$ cat src/rtl/uart_rx.sv
// UART receiver: 8 data bits LSB-first, optional even/odd parity, one stop bit.
// Samples a synchronized copy of the line at mid-bit and reports each frame with error flags.
//
// state  | meaning
// IDLE   | line idle, waiting for a falling edge on rx_s
// START  | half a bit in, confirming the start bit (a high sample is a glitch)
// DATA   | sampling 8 data bits at mid-bit, LSB first
// PARITY | sampling the parity bit and comparing it against the latched mode
// STOP   | sampling the stop bit, then publishing the byte and its flags
// BREAK  | stop bit was low; hold busy until the line goes high again
module uart_rx #(
   parameter int CLKS_PER_BIT = 16
) (
   input  logic       clk,
   input  logic       rst,
   input  logic       rx,
   input  logic       parity_en,
   input  logic       even_parity,
   output logic [7:0] data_out,
   output logic       data_valid,
   output logic       parity_err,
   output logic       frame_err,
   output logic       rx_busy
);

   localparam int CNT_W = $clog2(CLKS_PER_BIT);
   localparam logic [CNT_W-1:0] HALF_TC = CNT_W'(CLKS_PER_BIT / 2 - 1);
   localparam logic [CNT_W-1:0] BIT_TC  = CNT_W'(CLKS_PER_BIT - 1);

   typedef enum logic [2:0] {
      S_IDLE,
      S_START,
      S_DATA,
      S_PARITY,
      S_STOP,
      S_BREAK
   } state_t;

   state_t           state_q, state_d;
   logic [CNT_W-1:0] clk_cnt_q, clk_cnt_d;
   logic [2:0]       bit_idx_q, bit_idx_d;
   logic [7:0]       shift_q, shift_d;
   logic             par_en_q, par_en_d;
   logic             even_q, even_d;
   logic             par_pend_q, par_pend_d;
   logic [7:0]       data_out_q, data_out_d;
   logic             data_valid_q, data_valid_d;
   logic             parity_err_q, parity_err_d;
   logic             frame_err_q, frame_err_d;
   logic             rx_meta_q, rx_meta_d;
   logic             rx_s_q, rx_s_d;
   logic             bit_tick;

   always_ff @(posedge clk or posedge rst) begin
      if (rst) begin
         state_q      <= S_IDLE;
         clk_cnt_q    <= '0;
         bit_idx_q    <= '0;
         shift_q      <= '0;
         par_en_q     <= 1'b0;
         even_q       <= 1'b0;
         par_pend_q   <= 1'b0;
         data_out_q   <= '0;
         data_valid_q <= 1'b0;
         parity_err_q <= 1'b0;
         frame_err_q  <= 1'b0;
         rx_meta_q    <= 1'b1;
         rx_s_q       <= 1'b1;
      end else begin
         state_q      <= state_d;
         clk_cnt_q    <= clk_cnt_d;
         bit_idx_q    <= bit_idx_d;
         shift_q      <= shift_d;
         par_en_q     <= par_en_d;
         even_q       <= even_d;
         par_pend_q   <= par_pend_d;
         data_out_q   <= data_out_d;
         data_valid_q <= data_valid_d;
         parity_err_q <= parity_err_d;
         frame_err_q  <= frame_err_d;
         rx_meta_q    <= rx_meta_d;
         rx_s_q       <= rx_s_d;
      end
   end

   assign bit_tick = (clk_cnt_q == BIT_TC);

   always_comb begin
      state_d      = state_q;
      clk_cnt_d    = clk_cnt_q;
      bit_idx_d    = bit_idx_q;
      shift_d      = shift_q;
      par_en_d     = par_en_q;
      even_d       = even_q;
      par_pend_d   = par_pend_q;
      data_out_d   = data_out_q;
      data_valid_d = 1'b0;
      parity_err_d = parity_err_q;
      frame_err_d  = frame_err_q;
      rx_meta_d    = rx;
      rx_s_d       = rx_meta_q;

      unique case (state_q)
         S_IDLE: begin
            clk_cnt_d = '0;
            if (!rx_s_q) begin
               state_d    = S_START;
               par_en_d   = parity_en;
               even_d     = even_parity;
               par_pend_d = 1'b0;
            end
         end
         S_START: begin
            if (clk_cnt_q == HALF_TC) begin
               clk_cnt_d = '0;
               bit_idx_d = '0;
               state_d   = rx_s_q ? S_IDLE : S_DATA;
            end else begin
               clk_cnt_d = clk_cnt_q + CNT_W'(1);
            end
         end
         S_DATA: begin
            if (bit_tick) begin
               clk_cnt_d = '0;
               shift_d   = {rx_s_q, shift_q[7:1]};
               bit_idx_d = bit_idx_q + 3'd1;
               if (bit_idx_q == 3'd7) begin
                  state_d = par_en_q ? S_PARITY : S_STOP;
               end
            end else begin
               clk_cnt_d = clk_cnt_q + CNT_W'(1);
            end
         end
         S_PARITY: begin
            if (bit_tick) begin
               clk_cnt_d = '0;
               if (rx_s_q != (even_q ? ^shift_q : ~^shift_q)) begin
                  par_pend_d = 1'b1;
               end
               state_d = S_STOP;
            end else begin
               clk_cnt_d = clk_cnt_q + CNT_W'(1);
            end
         end
         S_STOP: begin
            if (bit_tick) begin
               clk_cnt_d    = '0;
               data_out_d   = shift_q;
               data_valid_d = 1'b1;
               parity_err_d = par_pend_q;
               frame_err_d  = ~rx_s_q;
               // Leaving mid-stop gives half a bit of margin to catch a back-to-back start
               state_d      = rx_s_q ? S_IDLE : S_BREAK;
            end else begin
               clk_cnt_d = clk_cnt_q + CNT_W'(1);
            end
         end
         S_BREAK: begin
            clk_cnt_d = '0;
            if (rx_s_q) begin
               state_d = S_IDLE;
            end
         end
         default: begin
            state_d = S_IDLE;
         end
      endcase
   end

   assign data_out   = data_out_q;
   assign data_valid = data_valid_q;
   assign parity_err = parity_err_q;
   assign frame_err  = frame_err_q;
   assign rx_busy    = (state_q != S_IDLE);

endmodule

$ cat config.mk
export PLATFORM = sky130hd
export DESIGN_NAME = uart_rx
export DESIGN_NICKNAME = d
export VERILOG_FILES = /design/src/rtl/uart_rx.sv
export SDC_FILE = /design/constraint.sdc
export NUM_CORES = 1
export LEC_CHECK = 0
export CAP_MARGIN = 20
export CORE_UTILIZATION = 52
export CTS_CLUSTER_DIAMETER = 150
export CTS_CLUSTER_SIZE = 30
export DETAILED_ROUTE_END_ITERATION = 10
export HOLD_SLACK_MARGIN = 0.15
export PLACE_DENSITY = 0.78
export SLEW_MARGIN = 30
export SYNTH_ARGS = -nofsm -noshare
export SYNTH_HDL_FRONTEND = slang
export SYNTH_SLANG_ARGS = --single-unit
$ cat constraint.sdc
create_clock -name clk -period 3 [get_ports clk]
set_input_delay 0.6 -clock clk [delete_from_list [all_inputs] [get_ports clk]]
set_output_delay 0.6 -clock clk [all_outputs]
set_load 0.01 [all_outputs]
Word-level counts from Yosys, hierarchy flattened
Cells that the tools add are included.
Widths: inputs -> output; s select.
- register bits after elaboration: 34
- latch bits: 0
- bits in writable memories: 0
- bits in read-only memories: 0
- bits of input ports: 5
- output and inout bits: 12
- memories: 0
- $add $sub $neg: 2
- $mul: 0
- div/mod/pow operators: 0
- magnitude comparators: 0
- equal/unequal tests: 17
- shift-type cells: 0
- multiplexer cells: 24
- bitwise operators: 1
- reduce and logical (&&, ||, !) cells: 15
- operator list (operator ; number):
    $mux 3 ; 11
    $pmux 3 s6 ; 1
    $ne 2x2->1 const B ; 8
    $pmux 4 s3 ; 1
    $eq 3x3->1 const B ; 3
    $mux 4 ; 2
    $reduce_xnor 8->1 ; 1
    $reduce_xor 8->1 ; 1
    $reduce_and 7->1 ; 1
    $eq 3x2->1 const B ; 2
    $mux 1 ; 6
    $pmux 3 s2 ; 1
    $reduce_and 2->1 ; 3
    $reduce_bool 3->1 ; 2
    $add 4x1->4 const B ; 1
    $eq 4x3->1 const B ; 1
    $eq 4x4->1 const B ; 1
    $reduce_and 4->1 ; 1
    $reduce_bool 2->1 ; 2
    $add 3x1->3 const B ; 1
    $eq 3x1->1 const B ; 1
    $logic_not 3->1 ; 1
    $reduce_and 3->1 ; 1
    $reduce_or 3->1 ; 1
    5 further kinds ; 5

Logic depth before layout (Yosys ltp)
- word-level depth: 6
- gate-level depth with buffers: 7

Least setup slack after synthesis
No wires, ideal clock.
- kind: register to register
- start: register state_q[0]
- end: register data_out_q[0], in the netlist data_out[0]
- library setup time: 0.125 ns
- arrival: 1.542 ns
- setup slack: 1.333 ns
- cell stages (with the launch flop): 6
- path through: dfrtp_1 or3b_1 or2_1 buf_2 buf_6 mux2_4
- longest elaborated chain between the ends: 2
- RTL lines (what ; line ; RTL):
    from (decl) ; 39 ; state_t state_q, state_d;
    from (signal assigned) ; 70 ; state_q <= state_d;
    $eq 3x3->1 ; 103 ; unique case (state_q)
    $reduce_and 2->1 (no line) ; -- ;
    to (signal assigned) ; 77 ; data_out_q <= data_out_d;
    to (decl) ; 46 ; logic [7:0] data_out_q, data_out_d;
No other way between the ends.
A chain may end at the register's enable or synchronous reset.

Worst setup path after layout
- start: register state_q[0]
- end: output rx_busy
- longest elaborated chain between the ends: 1
- RTL lines (what ; line ; RTL):
    $reduce_bool 3->1 ; 174 ; assign rx_busy = (state_q != S_IDLE);
    to (decl) ; 23 ; output logic rx_busy
No other way between the ends.

==> flow_summary_export.csv <==
group,metric,value,unit
sta,hold_viol,0,
critical_path,r2r_cells,3,
clocking,ctsHoldBuffers,0,
global_routing,grt_usage,20.3,%
route,postRouteWirelength,2.99,mm
sta,setup_viol,0,
yosys,syn_area,1690,um2
floorplanning,start_util,55.2,%
sta,finalSetupTns,0,ns
yosys,syn_avg_cell_area,11.6,um2
critical_path,crit_family,"flip-flops",
critical_path,slowest_delay,0.60,ns
sta,max_freq,0.431,GHz
route,drc_errors,0,
clocking,cts_root_buffer,"clkbuf_4",
sta,finalCriticalPeriod,2.32,ns
yosys,synth_compound_area_share,10.7,%
sta,rsz0062_at_grt,"false",
clocking,cts.path.max_buffers,2,
yosys,syn_inst,145,
critical_path,cp.depth,3,
clocking,cts_max_level,2,
yosys,synth_fa_ha_area_share,2.23,%
global_routing,grt_pass1_wl,5.04,mm
yosys,synth_area_leaders,"dfrtp_1, mux2_2, mux2_4",
place,place_ws,1.05,ns
yosys,synth_top_area_share,47.5,%
power,vdd_drop_max,0.472,mV
clocking,cts_inserted_buffers,5,
critical_path,worstReg2RegStart,"state_q[2]",
route,first_iter_violations,42,
floorplanning,core,3050,um2
critical_path,worstSetupPathType,"register to output port",
final_layout,final_nets,171,
flow_run,drv_cap,0,
yosys,synth-simple-area-share,12.2,%
clocking,cts_tree,"done",
route,vias,1156,
route,firstDrtPassIters,5,
sta,finClkSkew,0.0124,ns
min_path,min_path_type,"register to register",
final_layout,antennaDiodeCount,0,
critical_path,path_cells,"nor2_1 -> nand2_1 -> clkdlybuf4s50_1",
yosys,synth_fp_nets,153,
critical_path,end_kind,"output port",
final_layout,drive_above_1_share,20.1,%
power,power,1350,uW
clocking,clk_pin_slew,0.09,ns
power,p_leak,0.000915,uW
yosys,synth-seq-cells,34,
floorplanning,ioPinCount,17,
critical_path,critPathMaxFanout,14,
yosys,synthFlopType,"dfrtp_1",
floorplanning,die-area,3480,um2
final_layout,syn_to_final_growth,16.7,%
critical_path,critPathBufInv,1,
critical_path,crit_slowest_cell,"dfrtp_1",
global_routing,antenna_found_initial,0,
route,wl_per_cell,14.4,um
sta,drv_slew,0,
clocking,clock_sinks,34,
sta,setup_slack,0.681,ns
place,dp_hpwl,2.12,mm
sta,maxSlewHeadroom,59.8,%
final_layout,final_cell_mix,"dfrtp_1, mux2_2, clkdlybuf4s50_1",
yosys,yosysWarnings,0,
place,io_buffers,16,
min_path,hold_depth,0,
final_layout,multi_input_area,773,um2
sta,worst_pin_slew,0.603,ns
yosys,yosysSeqAreaShare,50.6,%
final_layout,final_common_cell,"dfrtp_1",
global_routing,grt_pass1_vias,1105,
critical_path,crit_path_start_kind,"register",
floorplanning,rows,20,
status,status,"complete, no violations",
clocking,insertion_delay,0.34,ns
yosys,synth_xor_area_share,4.97,%
critical_path,cp.required,2.40,ns
route,ant_nets,0,
floorplanning,fp.dieH,59.0,um
yosys,synthArstFlopShare,100,%
critical_path,crit_arrival,1.72,ns
sta,period_share,77.3,%
final_layout,final_util,64.5,%
clocking,cts_resized,0,
clocking,postCtsSetupBuffers,0,
yosys,synth_top_cell_by_area,"dfrtp_1",
final_layout,nFillCells,260,
route,vias_per_cell,5.56,
global_routing,grt.overflow.total,0,
yosys,synth_edf_count,0,
final_layout,area.sequential,853,um2
yosys,synth_top_family_by_area,"multiplexers",
critical_path,startpoint,"state_q[0]",
global_routing,grt_max_degree,25,
min_path,min_from,"rx_meta_q",
place,gp_congestion,0.882,
power,power.density,684,nW/um2
yosys,ys_types,40,
yosys,synth_mux_area_share,15.7,%
floorplanning,die_w,59.0,um
-- state kept, by name (all words and copies together) (netlist names) --
register / count
clk_cnt_q: 4
parity_err: 1
rx_s_q: 1
frame_err: 1
par_en_q: 1
data_out: 8
shift_q: 8
rx_meta_q: 1
par_pend_q: 1
bit_idx_q: 3
data_valid: 1
state_q: 3
even_q: 1
-- per-stage QoR --
step,hold WS [ns],instance area (um2),instances
floorplan,0.345,1690,145
global placement,0.348,1880,200
detailed placement,0.348,1880,200
CTS,0.366,1970,208
global route,0.372,1970,208
finish,0.364,1970,208
-- metal layers --
layer	up-vias	GRT usage [%]	part of all wire, %
met2	26	30.5	48
met1	568	26.4	45
li1	556	-	-
met3	6	6.15	4.7
met5	-	0	0
met4	0	10.5	2.0
-- path summary, 6_finish.rpt --
check / to / slack (ns)
worst max-delay path: rx_busy / 0.68
worst min-delay path: rx_s_q / 0.36
worst max register to register: data_out[1] / 1.04
worst min register to register: rx_s_q / 0.36
max in group asynchronous: rx_meta_q / 1.80
min in group asynchronous: shift_q[4] / 0.55
-- synthesized netlist by cell type, types with 2 or more instances --
cell	n
nand2_1	7
dfrtp_1	32
xnor2_1	7
o31ai_1	2
dfstp_2	2
buf_2	3
clkbuf_1	3
nand3_1	7
nor3_1	3
o21ai_0	3
nand2b_1	3
ha_1	3
nor2_1	5
and3_1	3
nor2b_1	4
nor4_1	2
mux2_4	5
a21oi_1	7
a211o_1	2
mux2_2	16
inv_1	5
a21o_1	3
-- report_power, final --
part / leakage (uW) / switching, uW / total (uW) / internal (uW)
Sequential: 0.000455 / 84.2 / 601 / 517
Clock: 0.0000455 / 151 / 350 / 199
Combinational: 0.000415 / 208 / 395 / 187
Total: 0.000915 / 444 / 1350 / 903
-- final cells by class --
type / instances / share of cell area, %
sequential: 34 / 43.4
clock buffer: 7 / 2.80
multi-input combinational: 98 / 39.3
inverter: 5 / 0.954
timing repair buffer: 19 / 9.28
clock inverter: 1 / 1.53
tap: 44 / 2.80
-- cells by family (layout without fill, tap and decap cells) --
| logic type | after synthesis | after routing |
|---|---|---|
| buffers and inverters | 13 | 32 |
| AO/OA/AOI/OAI | 26 | 26 |
| AND/OR/NAND/NOR | 39 | 39 |
| adder cells (fa/ha/maj) | 3 | 3 |
| flip-flops | 34 | 34 |
| multiplexers | 22 | 22 |
| XOR/XNOR | 8 | 8 |
No activity file was read; power rests on OpenSTA's default activity.
